<file path="config.mk">
export PLATFORM = sky130hd
export DESIGN_NAME = ts_loss_window_ctrl
export DESIGN_NICKNAME = d
export VERILOG_FILES = /design/src/rtl/ts_loss_window_ctrl.sv
export SDC_FILE = /design/constraint.sdc
export NUM_CORES = 1
export LEC_CHECK = 0
export ABC_AREA = 0
export CAP_MARGIN = 20
export CELL_PAD_IN_SITES_DETAIL_PLACEMENT = 0
export CELL_PAD_IN_SITES_GLOBAL_PLACEMENT = 1
export CORE_MARGIN = 3
export CORE_UTILIZATION = 42
export CTS_CLUSTER_SIZE = 20
export DETAILED_ROUTE_END_ITERATION = 10
export HOLD_SLACK_MARGIN = 0.06
export PLACE_DENSITY = 0.82
export SYNTH_ARGS = -nofsm -noshare
export SYNTH_HDL_FRONTEND = slang
export SYNTH_SLANG_ARGS = --single-unit
</file>
<file path="constraint.sdc">
create_clock -name clk -period 2.5 [get_ports clk]
set_input_delay 0.5 -clock clk [delete_from_list [all_inputs] [get_ports clk]]
set_output_delay 0.5 -clock clk [all_outputs]
set_load 0.01 [all_outputs]
</file>
<file path="src/rtl/ts_loss_window_ctrl.sv">
// ts_loss_window_ctrl
// ---------------------------------------------------------------------------
// Measurement-window sequencer for the TS continuity/packet-loss error
// counter. It counts packet starts on the shared byte stream and closes a
// window every WINDOW_PKTS packets. At each close it snapshots the counter's
// error_count, pulses en_reset_counter to clear the counter, and offers a
// report through a one-entry valid/ready buffer. It also drives a threshold
// alarm and a stream-lost watchdog flag.
//
// Ports
//   clk              : single clock, rising edge
//   reset            : asynchronous, active-high reset
//   enable           : level, 1 = measuring
//   valid, sync      : byte-valid and packet-start marker of the TS stream
//   error_count[7:0] : counter's current error count
//   threshold[7:0]   : alarm threshold, 0 disables the alarm
//   en_reset_counter : registered one-cycle clear pulse to the counter
//   report_valid     : report buffer holds a report
//   report_ready     : consumer accepts the report when valid && ready
//   report_errors    : snapshotted error_count
//   report_pkts      : packets in the window (= WINDOW_PKTS)
//   report_seq       : window sequence number, wraps 255 -> 0
//   alarm            : last snapshot >= threshold (threshold != 0)
//   overrun          : sticky, a report was dropped because the buffer was full
//   stream_lost      : no packet start for TIMEOUT_CYC cycles while running
// ---------------------------------------------------------------------------
module ts_loss_window_ctrl #(
   parameter int WINDOW_PKTS = 1000,
   parameter int TIMEOUT_CYC = 65535
) (
   input  logic        clk,
   input  logic        reset,
   input  logic        enable,
   input  logic        valid,
   input  logic        sync,
   input  logic [7:0]  error_count,
   input  logic [7:0]  threshold,
   output logic        en_reset_counter,
   output logic        report_valid,
   input  logic        report_ready,
   output logic [7:0]  report_errors,
   output logic [15:0] report_pkts,
   output logic [7:0]  report_seq,
   output logic        alarm,
   output logic        overrun,
   output logic        stream_lost
);

   localparam int              TO_W   = (TIMEOUT_CYC < 2) ? 1 : $clog2(TIMEOUT_CYC + 1);
   localparam logic [15:0]     WIN    = 16'(WINDOW_PKTS);
   localparam logic [TO_W-1:0] TO_MAX = TO_W'(TIMEOUT_CYC);
   localparam logic [TO_W-1:0] TO_ONE = TO_W'(1);

   typedef enum logic [1:0] {
      ST_IDLE = 2'd0,
      ST_ARM  = 2'd1,
      ST_RUN  = 2'd2
   } state_t;

   state_t          state_reg,   state_next;
   logic [15:0]     pkt_cnt_reg, pkt_cnt_next;
   logic [TO_W-1:0] to_cnt_reg,  to_cnt_next;
   logic            lost_reg,    lost_next;
   logic            clr_reg,     clr_next;
   logic [7:0]      seq_reg,     seq_next;
   logic            alarm_reg,   alarm_next;
   logic            ovr_reg,     ovr_next;
   logic            rv_reg,      rv_next;
   logic [7:0]      rerr_reg,    rerr_next;
   logic [15:0]     rpkts_reg,   rpkts_next;
   logic [7:0]      rseq_reg,    rseq_next;

   logic            pkt_start;
   logic            close;

   assign pkt_start = valid && sync;

   // Next-state and next-output logic
   always_comb begin
      state_next   = state_reg;
      pkt_cnt_next = pkt_cnt_reg;
      to_cnt_next  = to_cnt_reg;
      lost_next    = lost_reg;
      clr_next     = 1'b0;
      seq_next     = seq_reg;
      alarm_next   = alarm_reg;
      ovr_next     = ovr_reg;
      rv_next      = rv_reg;
      rerr_next    = rerr_reg;
      rpkts_next   = rpkts_reg;
      rseq_next    = rseq_reg;
      close        = 1'b0;

      case (state_reg)
         ST_IDLE: begin
            alarm_next   = 1'b0;
            pkt_cnt_next = '0;
            to_cnt_next  = '0;
            lost_next    = 1'b0;
            if (enable) begin
               state_next = ST_ARM;
               clr_next   = 1'b1;
            end
         end

         ST_ARM: begin
            pkt_cnt_next = '0;
            to_cnt_next  = '0;
            lost_next    = 1'b0;
            if (!enable) begin
               state_next = ST_IDLE;
               clr_next   = 1'b1;
               alarm_next = 1'b0;
            end else begin
               state_next = ST_RUN;
            end
         end

         ST_RUN: begin
            if (!enable) begin
               // Partial window is discarded; dropping enable beats a close.
               state_next   = ST_IDLE;
               clr_next     = 1'b1;
               alarm_next   = 1'b0;
               pkt_cnt_next = '0;
               to_cnt_next  = '0;
               lost_next    = 1'b0;
            end else if (pkt_start) begin
               to_cnt_next = '0;
               lost_next   = 1'b0;
               if (pkt_cnt_reg == WIN) begin
                  // Boundary packet becomes the counter's reference packet
                  // after the clear, so the count restarts at zero.
                  close        = 1'b1;
                  clr_next     = 1'b1;
                  pkt_cnt_next = '0;
               end else begin
                  pkt_cnt_next = pkt_cnt_reg + 16'd1;
               end
            end else begin
               if (to_cnt_reg != TO_MAX) begin
                  to_cnt_next = to_cnt_reg + TO_ONE;
               end
               lost_next = (to_cnt_next == TO_MAX);
            end
         end

         default: begin
            state_next = ST_IDLE;
         end
      endcase

      // Report buffer: drain first so a close in the accept cycle can reload.
      if (rv_reg && report_ready) begin
         rv_next = 1'b0;
      end
      if (close) begin
         seq_next   = seq_reg + 8'd1;
         alarm_next = (threshold != 8'd0) && (error_count >= threshold);
         if (!rv_reg || report_ready) begin
            rv_next    = 1'b1;
            rerr_next  = error_count;
            rpkts_next = WIN;
            rseq_next  = seq_reg;
         end else begin
            ovr_next = 1'b1;
         end
      end
   end

   // State and output registers
   always_ff @(posedge clk or posedge reset) begin
      if (reset) begin
         state_reg   <= ST_IDLE;
         pkt_cnt_reg <= '0;
         to_cnt_reg  <= '0;
         lost_reg    <= 1'b0;
         clr_reg     <= 1'b0;
         seq_reg     <= '0;
         alarm_reg   <= 1'b0;
         ovr_reg     <= 1'b0;
         rv_reg      <= 1'b0;
         rerr_reg    <= '0;
         rpkts_reg   <= '0;
         rseq_reg    <= '0;
      end else begin
         state_reg   <= state_next;
         pkt_cnt_reg <= pkt_cnt_next;
         to_cnt_reg  <= to_cnt_next;
         lost_reg    <= lost_next;
         clr_reg     <= clr_next;
         seq_reg     <= seq_next;
         alarm_reg   <= alarm_next;
         ovr_reg     <= ovr_next;
         rv_reg      <= rv_next;
         rerr_reg    <= rerr_next;
         rpkts_reg   <= rpkts_next;
         rseq_reg    <= rseq_next;
      end
   end

   assign en_reset_counter = clr_reg;
   assign report_valid     = rv_reg;
   assign report_errors    = rerr_reg;
   assign report_pkts      = rpkts_reg;
   assign report_seq       = rseq_reg;
   assign alarm            = alarm_reg;
   assign overrun          = ovr_reg;
   assign stream_lost      = lost_reg;

endmodule

</file>
Word-level counts from Yosys, hierarchy flattened. Index checks and enable logic that the tools add are counted.

Register bits after elaboration: 64. Bits of input ports: 22. Output and inout port bits: 37. Word-level logic and storage cells: 74.

Add/subtract/negate cells: 3. Order comparisons: 1. Equality and inequality tests: 9. Mux-type cells: 32. Bitwise gates (word level): 1. Reduce and logical (&&, ||, !) cells: 16.

Operators by type and width (number): $mux W16 (9); $pmux W16 S2 (2); $add A16 B1 Y16 const B (2); $eq A16 B10 Y1 const B (1); $eq A16 B16 Y1 const B (1); $ne A16 B16 Y1 const B (1); $mux W1 (14); $reduce_and A2 Y1 (5); $add A8 B1 Y8 const B (1); $ge A8 B8 Y1 (1); $reduce_bool A8 Y1 (1); $mux W2 (3); $pmux W2 S3 (1); $ne A2 B2 Y1 const B (2); $pmux W1 S2 (2); $reduce_or A2 Y1 (2); $logic_and A1 B1 Y1 (3); $ne A3 B2 Y1 const B (1); $ne A3 B3 Y1 const B (1); $pmux W1 S3 (1); $reduce_bool A3 Y1 (1); $eq A2 B1 Y1 const B (1); $eq A2 B2 Y1 const B (1); $logic_not A2 Y1 (1); other kinds (4) (4).

Depth between registers and ports, before layout.
Depth after elaboration: 9. Depth in mapped cells: 10. Mapped depth without buffers: 8.

Worst setup path after synthesis. No wires, ideal clock.

Path type: register to register. Start: reg to_cnt_reg[0]. End: reg lost_reg, in the netlist stream_lost. Setup time: 0.066 ns. Data arrival time: 2.054 ns. Required time: 2.434 ns. Slack: 0.380 ns. Cell stages (with the launch flop): 10. Path buffers: 2. Period minus slack after synthesis: 2.120 ns. Path through: dfrtp_1 -> ha_1 -> buf_6 -> nand3_4 -> or4_4 -> buf_6 -> nor2_4 -> o21ai_2 -> nor4_2 -> a32o_2.

Word-level cells in the longest chain between the ends: 9. Elaborated cells between the ends (all ways): 10. Classes of those cells: 1 x add/sub; 2 x eq/ne; 7 x mux.

Ends and longest elaborated chain: start, declared (RTL line 62) `logic [TO_W-1:0] to_cnt_reg, to_cnt_next;`; start signal, assigned (RTL line 189) `to_cnt_reg <= to_cnt_next;`; $add A16 B1 Y16 / $ne A16 B16 Y1 (equally long branches) (RTL line 142, 141); $mux W16 * (RTL line 141) `if (to_cnt_reg != TO_MAX) begin`; $mux W16 * (RTL line 128) `end else if (pkt_start) begin`; $mux W16 * (RTL line 120) `if (!enable) begin`; $mux W16 * (RTL line 94) `case (state_reg)`; $eq A16 B16 Y1 * (RTL line 144) `lost_next = (to_cnt_next == TO_MAX);`; $mux W1 * (RTL line 128); $mux W1 * (RTL line 120); $pmux W1 S2 * (RTL line 94); end signal, assigned (RTL line 190) `lost_reg <= lost_next;`; end, declared (RTL line 63) `logic lost_reg, lost_next;`.

Mark *: on every way between the ends. The rest lies on a longest branch, timed or not. The select of a mux whose other input is x is not followed. A chain may end at the register's enable or synchronous reset.

Final worst setup path. Ends and elaborated chain as after synthesis.

==> flow_summary.ini <==
[floorplan]
die_w_um = 101
dieHeight_um = 101
core_um2 = 8460
rows = 33
die_area_um2 = 10100
start_util = 0.444
ioPinCount = 59

[cts]
clock-sinks = 64
cts_buffers = 9
path_clk_slew_ps = 70
clockBufferDepth = 2
clkLatencyLatePin_ps = 330
cts_tree = yes
htree_levels = 3
post_cts_resized = 0
holdBufCountCts = 0
post-cts-setup-buffers = 0
ctsRootBufferMaster = clkbuf_8

[yosys]
synth_area_leader_cell = dfrtp_1
synth-edff-count = 0
synth-async-reset-ratio = 1.00
syn_area_um2 = 3760
yosys_most_used_dff = dfrtp_1
syn_area_per_cell_um2 = 9.69
synthTopCellsByArea = dfrtp_1 (43%), ha_1 (5.7%), o21ai_0 (4.8%)
syn_inst = 388
synth.distinct_cells = 57
ys_seq_area_frac = 0.426
synth.top_cell.area_share = 0.426
synth_warnings = 0
ys_ff_latch = 64

[critical_path]
critPathKind = reg2reg
startpoint_type = register
required_ps = 2770
arrival_ps = 2560
cp-end-kind = register
cp_max_fo = 6
regToRegStartpoint = to_cnt_reg[0]
crit_start = to_cnt_reg[0]

[run]
drv_cap = 0

[timing]
worst_slack_ps = 212
min_period_over_period = 0.915
maxSlewHeadroom = 0.443
finalSetupViolations = 0
clock_skew_ps = 13.0
finalMaxSlewViolations = 0
period_needed_ps = 2290
finalHoldViolations = 0
fin_tns_setup_ps = 0
fmax_mhz = 437
worst_slew_pin_slew_ps = 828
rsz0062_at_grt = no

[detailed_routing]
drc = 0
num_vias = 2982
via_per_inst = 5.46
met3WireLength_um = 239
wl_mm = 7.86
wl_met1_mm = 3.59
ant_nets = 0
maxUsedRoutingLayer = met4
wl_per_cell_um = 14.4
met2_length_mm = 3.98
dr.first_iter.drc_count = 129
dr.pass1.iters = 4

[placed_design]
port_buffers = 48
hpwlAfterDp_mm = 5.72
gp_congestion = 0.828
pre_cts_ws_ps = 124

[finish]
fillerInstances = 752
drive_above_1_share = 0.116
antenna_cells = 0
area_growth_pct = 19.5
final_cell_mix = dfrtp_1 (64), clkdlybuf4s50_1 (48), o21ai_0 (36)
layout_commonest_cell = dfrtp_1
nets = 475

[global_routing]
grt_use_total = 0.168
first_global_vias = 2862
grt_first_pass_wirelength_mm = 13.7
antenna_found_initial = 0
grt_overflow_total = 0
grt_max_degree = 65

[hold_path]
holdCritStartpoint = seq_reg[7]
hold_path.class = reg2reg

[power_and_ir_drop]
intPower_mw = 1.82
swShare = 0.289
power_frac_comb = 0.192
ir_drop_uv = 390
clkPwrFrac = 0.381
sequentialPowerShare = 0.427
power.density_nw_per_um2 = 571
p_switching_uw = 743
p_leak_nw = 2.03

[status]
status = finished, final reports clean
==> worst max-delay path, stage by stage (launching register included) <==
cell	delay (ps)
dfrtp_1	430
ha_1	310
and3_1	270
and3_1	210
o22ai_1	90
or4_1	500
nor4_2	230
a32o_2	190
==> power groups by stage <==
stage | clock network, mW | logic [mW] | registers (mW)
detailed placement | 0 | 0.498 | 1.11
finish | 0.978 | 0.493 | 1.10
CTS | 1.02 | 0.498 | 1.09
global route | 1.06 | 0.569 | 1.10
floorplan | 0 | 0.337 | 1.11
global placement | 0 | 0.486 | 1.11
==> stage by stage <==
stage          power, mW  hold slack, ps   util  instances  instance area, um^2
5_1_grt             2.73             504  0.531        546                 4490
4_1_cts             2.61             475  0.531        546                 4490
3_5_place_dp        1.61             460  0.505        530                 4270
2_1_floorplan       1.45             440      -        397                 3790
3_3_place_gp        1.60             456  0.505        530                 4270
6_report            2.57             469  0.531        546                 4490
==> final cells by class <==
class,instances,area (um^2),share of cell area
clock buffers,9,124,0.0276
clock inverters,7,95.1,0.0212
well taps,105,131,0.0292
multi-input cells,277,1860,0.414
repair buffers,62,598,0.133
inverters,22,82.6,0.0184
flip-flops and latches,64,1600,0.357
==> cell usage after synthesis, types with 6 or more instances <==
cell and count:
dfrtp_1 64, o21ai_0 36, nand2_1 33, nor2_1 25, inv_1 22, buf_4 19
ha_1 17, a21oi_1 16, nand3_1 14, mux2_1 11, nand4_1 10, xnor2_1 9
a21o_1 8, mux2_2 8, and3_1 7, o31ai_1 7, buf_6 6, clkbuf_1 6
nor4_1 6
==> logic make-up (layout without fill, tap and decap cells) <==
group           Yosys count  after routing  synth area share
simple gates            125            125             0.186
mux                      19             19            0.0569
buf+inv                  56            100            0.0885
fa+ha+maj                17             17            0.0566
compound gates           93             93             0.155
xor+xnor                 13             13            0.0303
other cells               1             10          0.000997
flops                    64             64             0.426
==> path summary, 6_finish.rpt <==
kind	depth (start not counted)	slack, ps	to
max	7	210	stream_lost
min	1	470	seq_reg[7]
max reg2reg	7	210	stream_lost
min reg2reg	1	470	seq_reg[7]
max in group asynchronous	3	1670	report_seq[0]
min in group asynchronous	3	550	to_cnt_reg[11]
==> layer usage <==
metal / global-route usage / up-vias
met5: 0 / -
met4: 0.0456 / 0
met3: 0.0401 / 2
met2: 0.286 / 48
met1: 0.214 / 1468
li1: - / 1464
No activity file was read; power rests on OpenSTA's default activity.
